==> config.mk <==
export PLATFORM = sky130hd
export DESIGN_NAME = scan_counter_2d
export DESIGN_NICKNAME = d
export VERILOG_FILES = /design/src/rtl/scan_counter_2d.sv
export SDC_FILE = /design/constraint.sdc
export NUM_CORES = 1
export LEC_CHECK = 0
export CORE_MARGIN = 1.5
export CORE_UTILIZATION = 46
export DETAILED_ROUTE_END_ITERATION = 8
export PLACE_DENSITY_LB_ADDON = 0.05
export SLEW_MARGIN = 20
export SYNTH_ARGS = -nofsm -noshare
export SYNTH_HDL_FRONTEND = slang
export SYNTH_SLANG_ARGS = --single-unit
export TNS_END_PERCENT = 10
==> constraint.sdc <==
create_clock -name clock -period 2.6 [get_ports clock]
set_clock_uncertainty 0.15 [all_clocks]
set_input_delay 0.52 -clock clock [delete_from_list [all_inputs] [get_ports clock]]
set_output_delay 0.52 -clock clock [all_outputs]
set_load 0.01 [all_outputs]
==> src/rtl/scan_counter_2d.sv <==
// scan_counter_2d
//   2-D coordinate scanner. After an accepted start it walks (x,y) over the
//   rectangle [0..x_limit] x [0..y_limit] and emits one coordinate per
//   un-stalled cycle. A one-cycle done pulse follows the final coordinate.
//   Used as the address/sequence generator for tile and frame walkers.
//
// Build option
//   SCAN_SERPENTINE_EN  defined: boustrophedon order (odd rows run xl..0).
//                       undefined: raster order (every row runs 0..xl).
//
// Ports
//   clock    in   1             rising-edge clock
//   rst_n    in   1             synchronous active-low reset
//   start    in   1             begin a scan (sampled only in IDLE)
//   x_limit  in   WIDTH         last x (inclusive), latched on accepted start
//   y_limit  in   HEIGHT        last y (inclusive), latched on accepted start
//   stall    in   1             hold the current coordinate this cycle
//   busy     out  1             high in SCAN and DONE
//   valid    out  1             x/y/index hold a live coordinate
//   x        out  WIDTH         current x
//   y        out  HEIGHT        current y
//   index    out  WIDTH+HEIGHT  linear count of coordinates emitted, from 0
//   last     out  1             valid coordinate is the final one
//   done     out  1             one-cycle pulse after the final coordinate
//
// Handshake: start is a request seen only while IDLE; the first coordinate
// is valid the following cycle. A coordinate is consumed on every cycle in
// which valid=1 and stall=0; with stall=1 every output holds.
module scan_counter_2d #(
  parameter int WIDTH  = 10,
  parameter int HEIGHT = 11
) (
  input  logic                      clock,
  input  logic                      rst_n,
  input  logic                      start,
  input  logic [WIDTH-1:0]          x_limit,
  input  logic [HEIGHT-1:0]         y_limit,
  input  logic                      stall,
  output logic                      busy,
  output logic                      valid,
  output logic [WIDTH-1:0]          x,
  output logic [HEIGHT-1:0]         y,
  output logic [WIDTH+HEIGHT-1:0]   index,
  output logic                      last,
  output logic                      done
);

  typedef enum logic [1:0] {
    IDLE = 2'd0,
    SCAN = 2'd1,
    DONE = 2'd2
  } state_t;

  localparam logic [WIDTH-1:0]        X_ONE   = 1;
  localparam logic [HEIGHT-1:0]       Y_ONE   = 1;
  localparam logic [WIDTH+HEIGHT-1:0] IDX_ONE = 1;

  state_t                    state_q, state_d;
  logic [WIDTH-1:0]          x_q, x_d;
  logic [HEIGHT-1:0]         y_q, y_d;
  logic [WIDTH+HEIGHT-1:0]   index_q, index_d;
  logic [WIDTH-1:0]          xl_q, xl_d;
  logic [HEIGHT-1:0]         yl_q, yl_d;
  logic [WIDTH-1:0]          row_end_x;
  logic                      last_w;

  // Row-end x is where the current row finishes; odd rows run backwards
  // in the serpentine build.
`ifdef SCAN_SERPENTINE_EN
  assign row_end_x = y_q[0] ? '0 : xl_q;
`else
  assign row_end_x = xl_q;
`endif

  assign last_w = (state_q == SCAN) && (y_q == yl_q) && (x_q == row_end_x);

  always_ff @(posedge clock) begin
    if (!rst_n) begin
      state_q <= IDLE;
      x_q     <= '0;
      y_q     <= '0;
      index_q <= '0;
      xl_q    <= '0;
      yl_q    <= '0;
    end else begin
      state_q <= state_d;
      x_q     <= x_d;
      y_q     <= y_d;
      index_q <= index_d;
      xl_q    <= xl_d;
      yl_q    <= yl_d;
    end
  end

  always_comb begin
    state_d = state_q;
    x_d     = x_q;
    y_d     = y_q;
    index_d = index_q;
    xl_d    = xl_q;
    yl_d    = yl_q;
    case (state_q)
      IDLE: begin
        if (start) begin
          xl_d    = x_limit;
          yl_d    = y_limit;
          x_d     = '0;
          y_d     = '0;
          index_d = '0;
          state_d = SCAN;
        end
      end
      SCAN: begin
        if (!stall) begin
          if (last_w) begin
            state_d = DONE;
          end else begin
            index_d = index_q + IDX_ONE;
            if (x_q == row_end_x) begin
              y_d = y_q + Y_ONE;
`ifdef SCAN_SERPENTINE_EN
              // The new row is odd exactly when the current one is even.
              x_d = y_q[0] ? '0 : xl_q;
`else
              x_d = '0;
`endif
            end else begin
`ifdef SCAN_SERPENTINE_EN
              x_d = y_q[0] ? (x_q - X_ONE) : (x_q + X_ONE);
`else
              x_d = x_q + X_ONE;
`endif
            end
          end
        end
      end
      DONE: begin
        state_d = IDLE;
      end
      default: begin
        state_d = IDLE;
      end
    endcase
  end

  assign busy  = (state_q == SCAN) || (state_q == DONE);
  assign valid = (state_q == SCAN);
  assign done  = (state_q == DONE);
  assign last  = last_w;
  assign x     = x_q;
  assign y     = y_q;
  assign index = index_q;

endmodule

* After elaboration in Yosys (flattened, before gate mapping)
Cells that the tools add are included.
Operators by class: equal/unequal tests 9, add/sub/neg operators 3, reduce and logical (&&, ||, !) cells 9, multiplexer cells 18
Operators by type and width (count):
- $mux W21 | 3
- $mux W11 | 4
- $pmux W21 S2 | 1
- $mux W10 | 4
- $pmux W11 S2 | 1
- $add A21 B1 Y21 const B | 1
- $pmux W10 S2 | 1
- $add A11 B1 Y11 const B | 1
- $eq A11 B11 Y1 | 1
- $add A10 B1 Y10 const B | 1
- $eq A10 B10 Y1 | 1
- $mux W2 | 3
- $ne A2 B2 Y1 const B | 3
- $reduce_and A5 Y1 | 1
- $ne A2 B1 Y1 const B | 2
- $pmux W2 S2 | 1
- $reduce_and A4 Y1 | 1
- $reduce_and A3 Y1 | 1
- $eq A2 B1 Y1 const B | 1
- $eq A2 B2 Y1 const B | 1
- $logic_and A1 B1 Y1 | 2
- $logic_not A2 Y1 | 1
- $reduce_and A2 Y1 | 1
- $reduce_bool A2 Y1 | 1
- $logic_or A1 B1 Y1 | 1
Word-level totals: output and inout bits 46, word-level logic and storage cells 45, flip-flop bits (word level) 65

* Depth between registers and ports, before layout
Gate-level depths: netlist of the first run.
word-level depth 6, mapped depth 9, mapped depth without buffers 8

* Worst setup path after synthesis of the first run
Ideal clock, no wire load.
path type register -> register, start reg state_q[1], end reg x_q[9] (netlist: x[9]), setup time 0.066 ns, arrival time 2.297 ns, cell stages (with the launch flop) 9, slack 0.087 ns, path buffers 1, cells stage by stage dfxtp_1 -> inv_1 -> ha_1 -> buf_4 -> a211o_4 -> or3_1 -> o21bai_4 -> or4_4 -> a21oi_2
Between the ends: longest elaborated chain between the ends 5, elaborated cells on any way between the ends 10
Ends and longest elaborated chain:
- from (decl) | RTL line 58 | state_t state_q, state_d;
- from (signal assigned) | RTL line 86 | state_q <= state_d;
- $eq A2 B1 Y1 (*)
- via valid | RTL line 40 | output logic valid,
- $logic_and A1 B1 Y1 (2 in series) | RTL line 75 | assign last_w = (state_q == SCAN) && (y_q == yl_q) && (x_q == row_end_x);
- $ne A2 B2 Y1 (no source line)
- $reduce_and A4 Y1 (no source line)
- to (signal assigned) | RTL line 80 | x_q <= '0;
- to (signal assigned) | RTL line 87 | x_q <= x_d;
- to (decl) | RTL line 59 | logic [WIDTH-1:0] x_q, x_d;
Mark *: on every way through the listed nets, which the timed path passes. The rest lies on a longest branch. A chain may end at the register's enable or synchronous reset.

* Worst setup path in the final report of the first run
start reg y_q[5] (netlist: y[5]), end out last
Between the ends: longest elaborated chain between the ends 3
Ends and longest elaborated chain:
- from (decl) | RTL line 60 | logic [HEIGHT-1:0] y_q, y_d;
- from (signal assigned) | RTL line 88 | y_q <= y_d;
- $eq A11 B11 Y1 | RTL line 75
- $logic_and A1 B1 Y1 (2 in series) | RTL line 75
- to (decl) | RTL line 44 | output logic last,
No other way between the ends.

==> out/results.txt, run 1 <==
Status: complete, no violations
FFs w/ async S/R, synth: 0
Antenna-violating nets left: 0
Global-route wire length before repair: 13,900 um
CP Max Fanout: 3
Levels on crit path: 6
Max-slew violations: 0
CP peak stage delay: 340 ps
Chip width: 88.4 um
Vias in the first global route: 2,985
Syn Inst Count: 406
Initial Utilization: 0.485
Least-Margin Pin Slew: 679 ps
Power Dens Cells: 790 mW/mm^2
DRC Markers: 0
Largest net degree at the start of global routing: 32
Area delta synth->final: 38.1%
Clock buffer depth: 2
Rows: 30
Yosys cell types: 50
CTS Root Cell: clkbuf_8
CP max stage cell: dfxtp_1
Final-report setup violation count: 0
Initial antenna violation count: 0
Critical path's top delay family: simple AND/OR/NAND/NOR gates
Aggregate global-route resource usage: 0.228
Final Cell Area: 0.00463 sq mm
Clk_lat worst skew: 340 ps
Net count of the finished layout: 544
DP Area: 0.00441 sq mm
Cells along the critical path: xor2_1 -> nor4_2 -> buf_4 -> nand4_1 -> nor2_1 -> dlygate4sd2_1
Max Cap Viol: 0
Min Clock Period, post-route: 2520 ps
Post-DR vias/cell: 5.42
HP Class: flop to flop
Most frequent cells in the layout: clkdlybuf4s50_1, nand2_1, dfxtp_1
DPL Wire Length: 6220 um
Worst Path Class, Setup: flop to primary output
Critical path capture point type: primary output
Die area: 0.00781 sq mm
Worst path required time: 1930 ps
Drt first pass iters: 4
GR Overflow Total: 0
Synth Area per Inst: 8.26 sq um
Dpl cells: 597
Final Hold Vio Count: 0
Synth Warn #: 0
Critical Path AT: 1850 ps
Slew Limit Headroom: 0.546
Layout filler cell count: 630
Critical Path Source Type: flop
IO Pins: 71
WL/cell: 13.8 um
FMAX: 397 MHz
Sequential share of power: 0.315
Die H: 88.4 um
Worst path bufs/invs: 2
CTS Buf Count: 9
EDFF count, synth: 0
CTS H-Tree Depth: 3
Setup TNS: 0 ps
Hold path cells: 2
Clk sinks: 65
Synthesis-stage register bit count: 65
Max VDD drop: 832 uV
Sequential fraction of the synthesis area: 0.388
Core box area: 0.00691 sq mm
Synthesized cell area: 0.00335 sq mm
Share of cells above drive strength 1: 0.157
GPL Wtd Cong: 0.824
Cell Count, Final, Fillers Out: 612
Period Utilization, post-route: 0.970
RSZ-0062 raised after global routing: yes
Pint: 2.29 mW
IO Port Bufs: 70
Initial DRC count: 208
Combinational power share: 0.450
Post-Synthesis Net Count: 438
Clk pwr share: 0.234
Ys flop type: dfxtp_1
N_diodes: 0
Switching power: 1.37 mW
Leak: 1.75 nW
Total setup buffers inserted after CTS: 0
Sw Ratio: 0.374
Worst r2r path cells: 8
Most common cell after layout, fill and taps aside: clkdlybuf4s50_1
Via count: 3,319
Worst-path clk slew: 70 ps
WL final: 8420 um
CTS tree: yes
## cells in the mapped netlist, types with 4 or more instances
library cell	number	area, sq um
nand2_1	68	255
dfxtp_1	65	1300
a21oi_1	44	220
nor2_1	24	90.1
xor2_1	21	184
nand3_1	20	100
xnor2_1	13	114
clkbuf_1	12	45.0
inv_1	12	45.0
o21ai_0	11	55.1
a311oi_1	8	70.1
nand4_1	8	50.1
or3_1	8	50.1
or4_1	8	60.1
ha_1	7	87.6
and3_1	6	37.5
buf_2	6	30.0
nor4_1	6	37.5
o31ai_1	5	37.5
and2_1	4	25.0
and4_1	4	35.0
mux2i_1	4	40.0
## per-stage QoR
stage	power [mW]	hold slack, ps	worst slack (ps)	utilization
global placement	2.77	306	-213	0.639
CTS	3.65	320	50.8	0.668
global route	3.91	335	-43.2	0.670
detailed placement	2.79	311	-277	0.639
floorplan	2.14	298	86.7	-
finish	3.66	316	78.8	0.670
## routing by layer
metal  GRT usage  share of wire  vias up
li1            -              -     1666
met1       0.305           0.49     1532
met2       0.372           0.45      107
met3      0.0326          0.044       14
met4      0.0923          0.016        0
met5           0              0        -
## power groups by stage
stage / clock, mW / combinational (mW) / sequential [mW]
after floorplan: 0 / 0.972 / 1.16
after global placement: 0 / 1.60 / 1.17
after detailed placement: 0 / 1.62 / 1.17
after CTS: 0.874 / 1.63 / 1.15
after global routing: 0.923 / 1.82 / 1.16
final: 0.857 / 1.65 / 1.15
## area by class of cell
cell class	count	area (sq um)	area share
tap	96	120	0.0260
timing repair buffer	117	1050	0.227
clock buffer	12	155	0.0335
multi-input combinational	306	1910	0.413
sequential	65	1300	0.281
inverter	13	48.8	0.0105
clock inverter	3	40.0	0.00865
## logic make-up after synthesis
family / Yosys count / share of synthesized area
adders and majority gates: 7 / 0.0261
and+or+nand+nor: 168 / 0.256
buffers and inverters: 35 / 0.0481
xor gates and xnor gates: 34 / 0.0888
muxes: 4 / 0.0119
AOI/OAI and AO/OA: 93 / 0.181
DFF: 65 / 0.388
## worst min-delay path, cell delays in order, from the launching register on
cell and delay (ps):
dfxtp_1 320, nand2_1 50, a21oi_1 50
## final timing paths
check	startpoint	endpoint	slack, ps
setup / recovery	y[5]	last	80
hold / removal	yl_q[10]	yl_q[10]	320
setup reg to reg	state_q[0]	index[15]	130
hold reg to reg	yl_q[10]	yl_q[10]	320
## registers in the layout (all words and copies together), names as in the netlist
signal	cells
y	11
x	10
state_q	2
index	21
yl_q	11
row_end_x	10
## repair_timing
item,in CTS,in global routing
hold endpoints to repair,0,0
setup endpoints to repair,1,20
hold buffers,0,0
resized for setup,2,4
pin swaps,0,0
cloned,0,0
(Power assumes the default switching activity.)
==> run 2: changes to the inputs <==
--- a/config.mk
+++ b/config.mk
@@ -7,6 +7,7 @@
 export LEC_CHECK = 0
 export CORE_MARGIN = 1.5
 export CORE_UTILIZATION = 46
+export CTS_CLUSTER_DIAMETER = 60
 export DETAILED_ROUTE_END_ITERATION = 8
 export PLACE_DENSITY_LB_ADDON = 0.05
 export SLEW_MARGIN = 20
==> results of run 2 <==
No change in the layout: final DEF, timing and power equal those of run 1.
==> run 3: changes to the inputs <==
--- a/config.mk
+++ b/config.mk
@@ -6,7 +6,7 @@
 export NUM_CORES = 1
 export LEC_CHECK = 0
 export CORE_MARGIN = 1.5
-export CORE_UTILIZATION = 46
+export CORE_UTILIZATION = 51
 export CTS_CLUSTER_DIAMETER = 60
 export DETAILED_ROUTE_END_ITERATION = 8
 export PLACE_DENSITY_LB_ADDON = 0.05
==> constraint.sdc (replaced) <==
create_clock -name clock -period 2.8 [get_ports clock]
set_clock_uncertainty 0.15 [all_clocks]
set_input_delay 0.56 -clock clock [delete_from_list [all_inputs] [get_ports clock]]
set_output_delay 0.56 -clock clock [all_outputs]
set_load 0.01 [all_outputs]
==> run 3 against run 2 <==
Non-clock buffer count is 21 lower. Sequential share of layout area is 1.0 points higher. Via count is 3.5% lower. Combinational power is 15% lower. Largest power group unchanged.
==> out/results.txt, run 3 (synthesis results as in run 1) <==
Final-report setup violation count: 0 (unchanged)
Least-Margin Pin Slew: 671 ps (was 679 ps)
Most common cell after layout, fill and taps aside: clkdlybuf4s50_1 (unchanged)
Period Utilization, post-route: 0.951
DRC Markers: 0 (unchanged)
Vias in the first global route: 2,922 (was 2,985)
Flop2flop setup slack: 190 ps (was 130 ps)
CP peak stage delay: 470 ps (was 340 ps)
CTS Hold Buffers Added: 0 (unchanged)
Via count: 3,202 (was 3,319)
Critical path's top delay family: simple AND/OR/NAND/NOR gates (unchanged)
Pre-CTS setup slack: -96.7 ps (was -277 ps)
Max FFs per register: 21 (unchanged)
IO Port Bufs: 70 (unchanged)
Most frequent cells in the layout: clkdlybuf4s50_1, nand2_1, dfxtp_1 (unchanged)
HP Class: flop to flop (unchanged)
RSZ-0062 raised after global routing: no (was yes)
Worst path required time: 2090 ps (was 1930 ps)
Die area: 0.00707 sq mm (was 0.00781 sq mm)
DPL Wire Length: 5830 um (was 6220 um)
Core Util, Final: 0.703 (was 0.670)
Aggregate global-route resource usage: 0.237 (was 0.228)
Chip width: 84.1 um (was 88.4 um)
CP Max Fanout: 5 (was 3)
CTS H-Tree Depth: 3 (unchanged)
Total setup buffers inserted after CTS: 0 (unchanged)
Final Cell Area: 0.00447 sq mm (was 0.00463 sq mm)
Cells along the critical path: xor2_1 -> nor4_2 -> buf_4 -> nand4_1 -> nor2_1 -> dlygate4sd2_1 (unchanged)
Leak: 1.65 nW (was 1.75 nW)
Core box area: 0.00635 sq mm (was 0.00691 sq mm)
Net count of the finished layout: 523 (was 544)
Worst Path Class, Setup: flop to primary output (unchanged)
Min Clock Period, post-route: 2660 ps
Worst r2r path cells: 8 (unchanged)
CP Launch Point: y[0] (was y[5])
Total power draw: 3.33 mW (was 3.66 mW)
Final Hold Vio Count: 0 (unchanged)
Initial antenna violation count: 0 (unchanged)
DP Area: 0.00426 sq mm (was 0.00441 sq mm)
Dpl cells: 557 (was 597)
Clk_lat worst skew: 330 ps (was 340 ps)
FMAX: 376 MHz
Worst setup margin: 137 ps (was 78.8 ps)
Die H: 84.1 um (was 88.4 um)
Max VDD drop: 849 uV (was 832 uV)
Worst-path clk slew: 70 ps (about the same)
Initial Utilization: 0.528 (was 0.485)
Clk sinks: 65 (unchanged)
Status: complete, no violations (unchanged)
Worst path bufs/invs: 2 (unchanged)
WL/cell: 14.3 um (was 13.8 um)
R2r endpoint: x[9] (was index[15])
Drt first pass iters: 4 (unchanged)
IO Pins: 71 (unchanged)
Clock buffer depth: 2 (unchanged)
Initial DRC count: 217 (was 208)
Max Cap Viol: 0 (unchanged)
GR Overflow Total: 0 (unchanged)
WL final: 8200 um (was 8420 um)
Largest net degree at the start of global routing: 32 (unchanged)
Max-slew violations: 0 (unchanged)
Antenna-violating nets left: 0 (unchanged)
CTS Root Cell: clkbuf_8 (unchanged)
GPL Wtd Cong: 0.864 (was 0.824)
Share of cells above drive strength 1: 0.109 (was 0.157)
Power Dens Cells: 745 mW/mm^2 (was 790 mW/mm^2)
Critical Path AT: 1950 ps (was 1850 ps)
Slew Limit Headroom: 0.552 (was 0.546)
Area delta synth->final: 33.2% (was 38.1%)
Layout filler cell count: 517 (was 630)
Post_cts resized: 2 (unchanged)
CTS Buf Count: 9 (unchanged)
Critical Path Source Type: flop (unchanged)
CTS tree: yes (unchanged)
CP max stage cell: dfxtp_1 (unchanged)
Critical path capture point type: primary output (unchanged)
Levels on crit path: 6 (unchanged)
FF-to-FF Start: state_q[0] (unchanged)
Cell Count, Final, Fillers Out: 573 (was 612)
Global-route wire length before repair: 13,800 um (was 13,900 um)
Rows: 29 (was 30)
Post-DR vias/cell: 5.59 (was 5.42)
CP Capture Point: last (unchanged)
N_diodes: 0 (unchanged)
-- run 3: cell types whose count changed in the layout (fill, tap and decap cells not counted), sizes merged --
cell,previous run,this run
buf,47,26
bufinv,1,2
clkinv,3,2
clkbuf,12,13
-- run 3: layout make-up --
type                            count  area [sq um]  share of cell area
Clock buffer                       13           139              0.0311
Clock inverter                      3          65.1              0.0146
Inverter                           13          48.8              0.0109
Multi-Input combinational cell    306          1900               0.424
Sequential cell                    65          1300               0.291
Tap cell                           77          96.3              0.0216
Timing Repair Buffer               96           920               0.206
-- run 3: metrics by stage --
step	hold WS, ps	TNS (ps)
after global routing	334	0
after CTS	321	0
after global placement	307	-94.0
after detailed placement	312	-430
after floorplan	298	0
final	320	0
-- run 3: worst min path at each step --
stage	startpoint	end	slack (ps)	cells past startpoint
after detailed placement	row_end_x[9]	row_end_x[9]	310	2
final	row_end_x[3]	row_end_x[3]	320	2
after CTS	row_end_x[8]	row_end_x[8]	320	2
after global placement	yl_q[7]	yl_q[7]	310	2
after global routing	row_end_x[8]	row_end_x[8]	330	2
after floorplan	row_end_x[0]	row_end_x[0]	300	2
-- run 3: power breakdown --
group          internal [mW]  switching (mW)
clock                  0.502           0.340
combinational          0.574           0.834
sequential              1.00          0.0724
total                   2.08            1.25
-- run 3: tightest hold or removal path: stages, from the launching register on --
cell and delay, ps:
dfxtp_1 320, nand2_1 50, a21oi_1 50
-- run 3: per-layer routing --
layer	global-route usage	vias up	wire length, um
met1	0.320	1483	3890
met3	0.0445	15	360
met2	0.373	90	3820
met4	0.0939	0	130
li1	-	1614	-
met5	0	-	0
